File: config.mk
export PLATFORM = sky130hd
export DESIGN_NAME = pcie_rq_arbiter
export DESIGN_NICKNAME = d
export VERILOG_FILES = /design/src/rtl/pcie_rq_pkg.sv /design/src/rtl/pcie_rq_arbiter_rr_pick.sv /design/src/rtl/pcie_rq_arbiter.sv
export SDC_FILE = /design/constraint.sdc
export NUM_CORES = 1
export LEC_CHECK = 0
export ABC_AREA = 1
export ABC_CLOCK_PERIOD_IN_PS = 4280
export CORE_AREA = 2 2 515 517
export CTS_BUF_LIST = sky130_fd_sc_hd__clkbuf_16
export DETAILED_ROUTE_END_ITERATION = 12
export DIE_AREA = 0 0 517 519
export PLACE_DENSITY = 0.3
export SLEW_MARGIN = 30
export SYNTH_ARGS = -nofsm -noshare
export SYNTH_HDL_FRONTEND = slang
export SYNTH_SLANG_ARGS = --single-unit
File: constraint.sdc
create_clock -name clk -period 4.28 [get_ports clk]
set_clock_uncertainty 0.2 [all_clocks]
set_input_delay 0.642 -clock clk [delete_from_list [all_inputs] [get_ports clk]]
set_output_delay 0.642 -clock clk [all_outputs]
set_load 0.01 [all_outputs]
File: src/rtl/pcie_rq_pkg.sv
// Shared types and constants for the PCIe request arbiter.
package pcie_rq_pkg;

  typedef enum logic [1:0] {
    StIdle = 2'd0,
    StBusy = 2'd1,
    StWerr = 2'd2,
    StDone = 2'd3
  } RqArbSt_t;

  localparam int unsigned RQ_NUM_REQ_DEF = 4;
  localparam int unsigned RQ_ID_W        = $clog2(RQ_NUM_REQ_DEF);

  localparam logic RQ_OKAY = 1'b0;

endpackage

File: src/rtl/pcie_rq_arbiter_rr_pick.sv
// Combinational round-robin selector: first requester after `last`, wrapping.
module rr_pick
  import pcie_rq_pkg::*;
#(
  parameter int unsigned NUM_REQ = RQ_NUM_REQ_DEF,
  parameter int unsigned IdW     = RQ_ID_W
) (
  input  logic [NUM_REQ-1:0] req,
  input  logic [IdW-1:0]     last,
  output logic [IdW-1:0]     gnt_id,
  output logic               any
);

  logic [IdW-1:0] idx;

  always_comb begin
    gnt_id = last;
    any    = 1'b0;
    idx    = '0;
    for (int unsigned i = 1; i <= NUM_REQ; i++) begin
      idx = IdW'((32'(last) + i) % NUM_REQ);
      if (!any && req[idx]) begin
        gnt_id = idx;
        any    = 1'b1;
      end
    end
  end

endmodule

File: src/rtl/pcie_rq_arbiter.sv
// Round-robin arbiter sharing the single-outstanding read/write request ports
// between NUM_REQ requesters; all outputs are registered.
module pcie_rq_arbiter
  import pcie_rq_pkg::*;
#(
  parameter int unsigned NUM_REQ = 4,
  parameter int unsigned ADDR_W  = 64,
  parameter int unsigned DATA_W  = 128,
  parameter int unsigned TMO_W   = 12
) (
  input  logic                       clk,
  input  logic                       rst_n,
  input  logic [NUM_REQ-1:0]         ReqValid,
  input  logic [NUM_REQ-1:0]         ReqWr,
  input  logic [NUM_REQ*ADDR_W-1:0]  ReqAddr,
  input  logic [NUM_REQ*DATA_W-1:0]  ReqData,
  output logic [NUM_REQ-1:0]         ReqDone,
  output logic                       ReqErr,
  output logic [DATA_W-1:0]          RspData,
  output logic                       RdRqValid,
  output logic [ADDR_W-1:0]          RdRqAddr,
  input  logic [DATA_W-1:0]          RdRqData,
  input  logic                       RdRqReady,
  input  logic                       RdRqErr,
  output logic                       WrRqValid,
  output logic [ADDR_W-1:0]          WrRqAddr,
  output logic [DATA_W-1:0]          WrRqData,
  input  logic                       WrRqReady,
  input  logic                       WrRqErr,
  output logic [$clog2(NUM_REQ)-1:0] GrantId,
  output logic                       Busy,
  output logic                       TmoErr
);

  localparam int unsigned IdW = $clog2(NUM_REQ);

  RqArbSt_t       state_q, state_d;
  logic [IdW-1:0] last_q;
  logic           wr_q;
  logic [TMO_W-1:0] tmo_q;
  logic [IdW-1:0] pick;
  logic           any;

  rr_pick #(
    .NUM_REQ (NUM_REQ),
    .IdW     (IdW)
  ) u_rr_pick (
    .req    (ReqValid),
    .last   (last_q),
    .gnt_id (pick),
    .any    (any)
  );

  always_comb begin
    state_d = state_q;
    unique case (state_q)
      StIdle:  if (any) state_d = StBusy;
      StBusy: begin
        if (wr_q && WrRqReady)        state_d = StWerr;
        else if (!wr_q && RdRqReady)  state_d = StDone;
      end
      StWerr:  state_d = StDone;
      StDone:  state_d = StIdle;
      default: state_d = StIdle;
    endcase
  end

  always_ff @(posedge clk or negedge rst_n) begin
    if (!rst_n) begin
      state_q   <= StIdle;
      last_q    <= IdW'(NUM_REQ - 1);
      wr_q      <= 1'b0;
      tmo_q     <= '0;
      ReqDone   <= '0;
      ReqErr    <= 1'b0;
      RspData   <= '0;
      RdRqValid <= 1'b0;
      RdRqAddr  <= '0;
      WrRqValid <= 1'b0;
      WrRqAddr  <= '0;
      WrRqData  <= '0;
      GrantId   <= '0;
      Busy      <= 1'b0;
      TmoErr    <= 1'b0;
    end else begin
      state_q <= state_d;
      Busy    <= (state_d != StIdle);
      ReqDone <= '0;
      ReqErr  <= RQ_OKAY;
      unique case (state_q)
        StIdle: begin
          if (any) begin
            GrantId <= pick;
            last_q  <= pick;
            wr_q    <= ReqWr[pick];
            tmo_q   <= '0;
            if (ReqWr[pick]) begin
              WrRqValid <= 1'b1;
              WrRqAddr  <= ReqAddr[int'(pick)*ADDR_W +: ADDR_W];
              WrRqData  <= ReqData[int'(pick)*DATA_W +: DATA_W];
            end else begin
              RdRqValid <= 1'b1;
              RdRqAddr  <= ReqAddr[int'(pick)*ADDR_W +: ADDR_W];
            end
          end
        end
        StBusy: begin
          // Watchdog only flags; the controller may still be mid-burst.
          if (&tmo_q) TmoErr <= 1'b1;
          else        tmo_q  <= tmo_q + 1'b1;
          if (!wr_q && RdRqReady) begin
            RdRqValid <= 1'b0;
            RspData   <= RdRqData;
            ReqErr    <= RdRqErr;
            ReqDone   <= NUM_REQ'(1) << GrantId;
          end
          if (wr_q && WrRqReady) WrRqValid <= 1'b0;
        end
        StWerr: begin
          ReqErr  <= WrRqErr;
          ReqDone <= NUM_REQ'(1) << GrantId;
        end
        StDone:  ;
        default: ;
      endcase
    end
  end

endmodule

==> flow_metrics.py <==
metrics = {
    "floorplan": {
        "die_w_um": 517,
        "coreArea_mm2": 0.263,
        "io_pins": 1305,
        "start_util": 0.0919,
        "fp.dieH_um": 519,
        "die_area_mm2": 0.268,
        "rows": 189,
    },
    "sta": {
        "slew_headroom": 0.389,
        "finalHoldViolCount": 0,
        "fmax_mhz": 270,
        "finalSetupViolations": 0,
        "layout_min_cycle_time_ns": 3.70,
        "final_max_slew_viol_count": 0,
        "rsz0062_at_grt": "no",
        "finalSetupTns_ns": 0,
        "worst_slew_pin_slew_ns": 0.916,
        "finalCritPeriodShare": 0.865,
    },
    "logic_synthesis": {
        "netlist_instances": 3569,
        "syn_area_mm2": 0.0242,
        "syn_nets": 4483,
        "yosysSeqAreaShare": 0.426,
        "synth_area_per_cell_um2": 6.78,
        "ys_seq_elements": 412,
        "yosysUniqueCellTypes": 34,
        "ys_warn_count": 0,
    },
    "setup_path": {
        "crit_arrival_ns": 4.11,
        "cpMaxStageDelayCell": "dfstp_2",
        "path_delay_family": "simple AND/OR/NAND/NOR gates",
        "reg2reg_setup_slack_ns": 0.58,
        "start_kind": "flip-flop",
        "crit_buf_inv": 2,
        "max_stage_delay_ns": 0.70,
        "required_ns": 4.68,
        "crit_chain": "inv_2 -> nand2_1 -> nand2_1 -> nand2_1 -> nand2_2 -> nand2_1 -> nand2_1 -> nand2_8 -> nand2_8 -> buf_12 -> o21ai_0 -> o21ai_0 -> nand2_1 -> nand2_1",
        "worstSetupEndpointType": "flip-flop",
        "critical_path_class": "flip-flop to flip-flop",
        "crit_path_frequent_cell": "nand2_1",
        "cp_max_fo": 127,
    },
    "route": {
        "drcViolationCount": 0,
        "wl_per_cell_um": 24.1,
        "antenna_left": 0,
        "drt_iter0_drc": 1475,
        "firstDrtPassIters": 5,
        "wl_um": 202000,
        "vias": 28600,
        "vias_per_cell": 3.41,
    },
    "status": {
        "status": "finished clean",
    },
    "hold_path": {
        "min_path_type": "input pin to flip-flop",
    },
    "cts": {
        "clkSinkCount": 412,
        "cts_resized": 0,
        "cts_tree": "done",
        "cts.path.max_buffers": 3,
        "htreeDepth": 2,
        "cts_hold_buf": 1,
        "cts_buffers": 61,
        "path_clk_slew_ns": 0.06,
        "cts_setup_buffers": 0,
        "clk_latency_ns": 0.74,
        "ctsRootBufferMaster": "clkbuf_16",
    },
    "global_routing": {
        "grt_pass1_wl_um": 266000,
        "globalRouteTotalUtil": 0.145,
        "grt_pass1_vias": 29400,
        "antenna_found_initial": 68,
        "grt_max_degree": 131,
        "overflow": 0,
    },
    "placed_design": {
        "port_buffers": 1304,
        "gp_congestion": 0.846,
        "hpwlAfterDp_um": 168000,
    },
    "layout": {
        "final_net_count": 5715,
        "layout-drive-gt1-share": 0.0473,
        "final_common_cell": "nand2_1",
        "area_growth_pct": 81.2,
        "final_cell_mix": "nand2_1, clkdlybuf4s50_1, inv_1, dfrtp_1, nand3_1",
        "final_util": 0.167,
    },
    "job": {
        "max_cap_violations": 0,
    },
    "pwr": {
        "ir_drop_mv": 0.850,
        "total_power_mw": 41.7,
        "power_density_mw_per_mm2": 950,
        "p_leak_nw": 20.1,
    },
}
==> where the power goes <==
part	internal, mW	leakage, nW	switching (mW)	total [mW]
sequential	5.84	5.17	1.21	7.05
combinational	9.97	14.0	19.6	29.5
clock	2.87	0.993	2.24	5.11
total	18.7	20.1	23.0	41.7
==> flip-flops by register name (all words and copies together) (netlist names) <==
signal,cells
Busy,1
GrantId,2
RdRqAddr,64
RdRqValid,1
ReqDone,4
ReqErr,1
RspData,128
TmoErr,1
WrRqAddr,64
WrRqData,128
WrRqValid,1
last_q,2
state_q,2
tmo_q,12
wr_q,1
==> metal layers <==
layer / vias up / part of all wire / wire (um) / global-route usage
met5: - / 0.00057 / 116 / 0
met4: 20 / 0.021 / 4240 / 0.0301
met3: 201 / 0.12 / 24600 / 0.0727
met2: 1234 / 0.47 / 94800 / 0.243
met1: 13500 / 0.39 / 78500 / 0.163
li1: 13600 / - / - / -
==> stage by stage <==
stage	cells	area (um^2)	hold slack, ns	setup WS [ns]
global placement	8270	41900	0.256	0.334
global route	8385	43800	0.191	0.337
CTS	8378	43800	0.170	0.542
floorplan	3569	24200	0.146	1.86
finish	8397	43900	0.240	0.576
detailed placement	8270	41900	0.259	0.274
==> cells in the mapped netlist <==
cell      instances  share of area
nand3_1         281          0.058
a31o_2            1        0.00036
xnor2_1           1        0.00036
nor4_1            4         0.0010
buf_1            10         0.0016
ha_1              4         0.0021
nand3b_1         64          0.020
xor2_1            5         0.0018
nand2_2           7         0.0018
o21ai_0         203          0.042
o31ai_1           6         0.0019
a21oi_1           8         0.0017
buf_4            27         0.0084
dfstp_2           2         0.0022
o21ai_1          65          0.013
buf_6             5         0.0023
nand2_4           1        0.00047
nor3_1            2        0.00041
o211ai_1        128          0.040
o21bai_1          1        0.00031
a31oi_1           2        0.00052
o32ai_1           1        0.00036
nand4_1          67          0.017
nand2_1        1552           0.24
inv_1           475          0.074
or2_0             1        0.00026
dfrtp_1         410           0.42
nor2_1           13         0.0020
clkbuf_1        104          0.016
nor3_2            1        0.00041
nand3_2           6         0.0025
inv_2             6        0.00093
buf_2           105          0.022
nor3b_1           1        0.00031
==> area by class of cell <==
cell class / count / area [um^2]
Tap cell: 3533 / 4420
Timing Repair Buffer: 1420 / 14300
Clock inverter: 46 / 402
Inverter: 481 / 1820
Fill cell: 30300 / 220000
Antenna cell: 19 / 47.5
Multi-Input combinational cell: 2425 / 11000
Clock buffer: 61 / 1530
Sequential cell: 412 / 10300
==> worst paths after layout <==
check / endpoint / from / cells after the start
max: WrRqData[39] / last_q[0] / 14
min: RspData[68] / RdRqData[68] / 3
max reg2reg: WrRqData[39] / last_q[0] / 14
min reg2reg: RspData[77] / RspData[77] / 2
max in group asynchronous: WrRqData[85] / rst_n / 3
min in group asynchronous: RdRqAddr[36] / rst_n / 2
==> kinds of logic (layout without fill, tap and decap cells) <==
logic type | count (synthesis) | after routing | synth area share
AO/OA/AOI/OAI | 415 | 415 | 0.100
XOR/XNOR | 6 | 6 | 0.00217
adder cells (fa/ha/maj) | 4 | 4 | 0.00207
buffers and inverters | 732 | 2008 | 0.125
flip-flops | 412 | 412 | 0.426
other | 0 | 19 | 0
AND/OR/NAND/NOR | 2000 | 2000 | 0.345
==> worst reg2reg max path, delay by kind of cell (launching register included) <==
kind,cells,cell delay [ns]
AND/OR/NAND/NOR,10,1.19
AO/OA/AOI/OAI,2,1.07
flip-flops,1,0.70
buffers and inverters,2,0.40
Note: power is estimated with default switching activity, not from simulation.
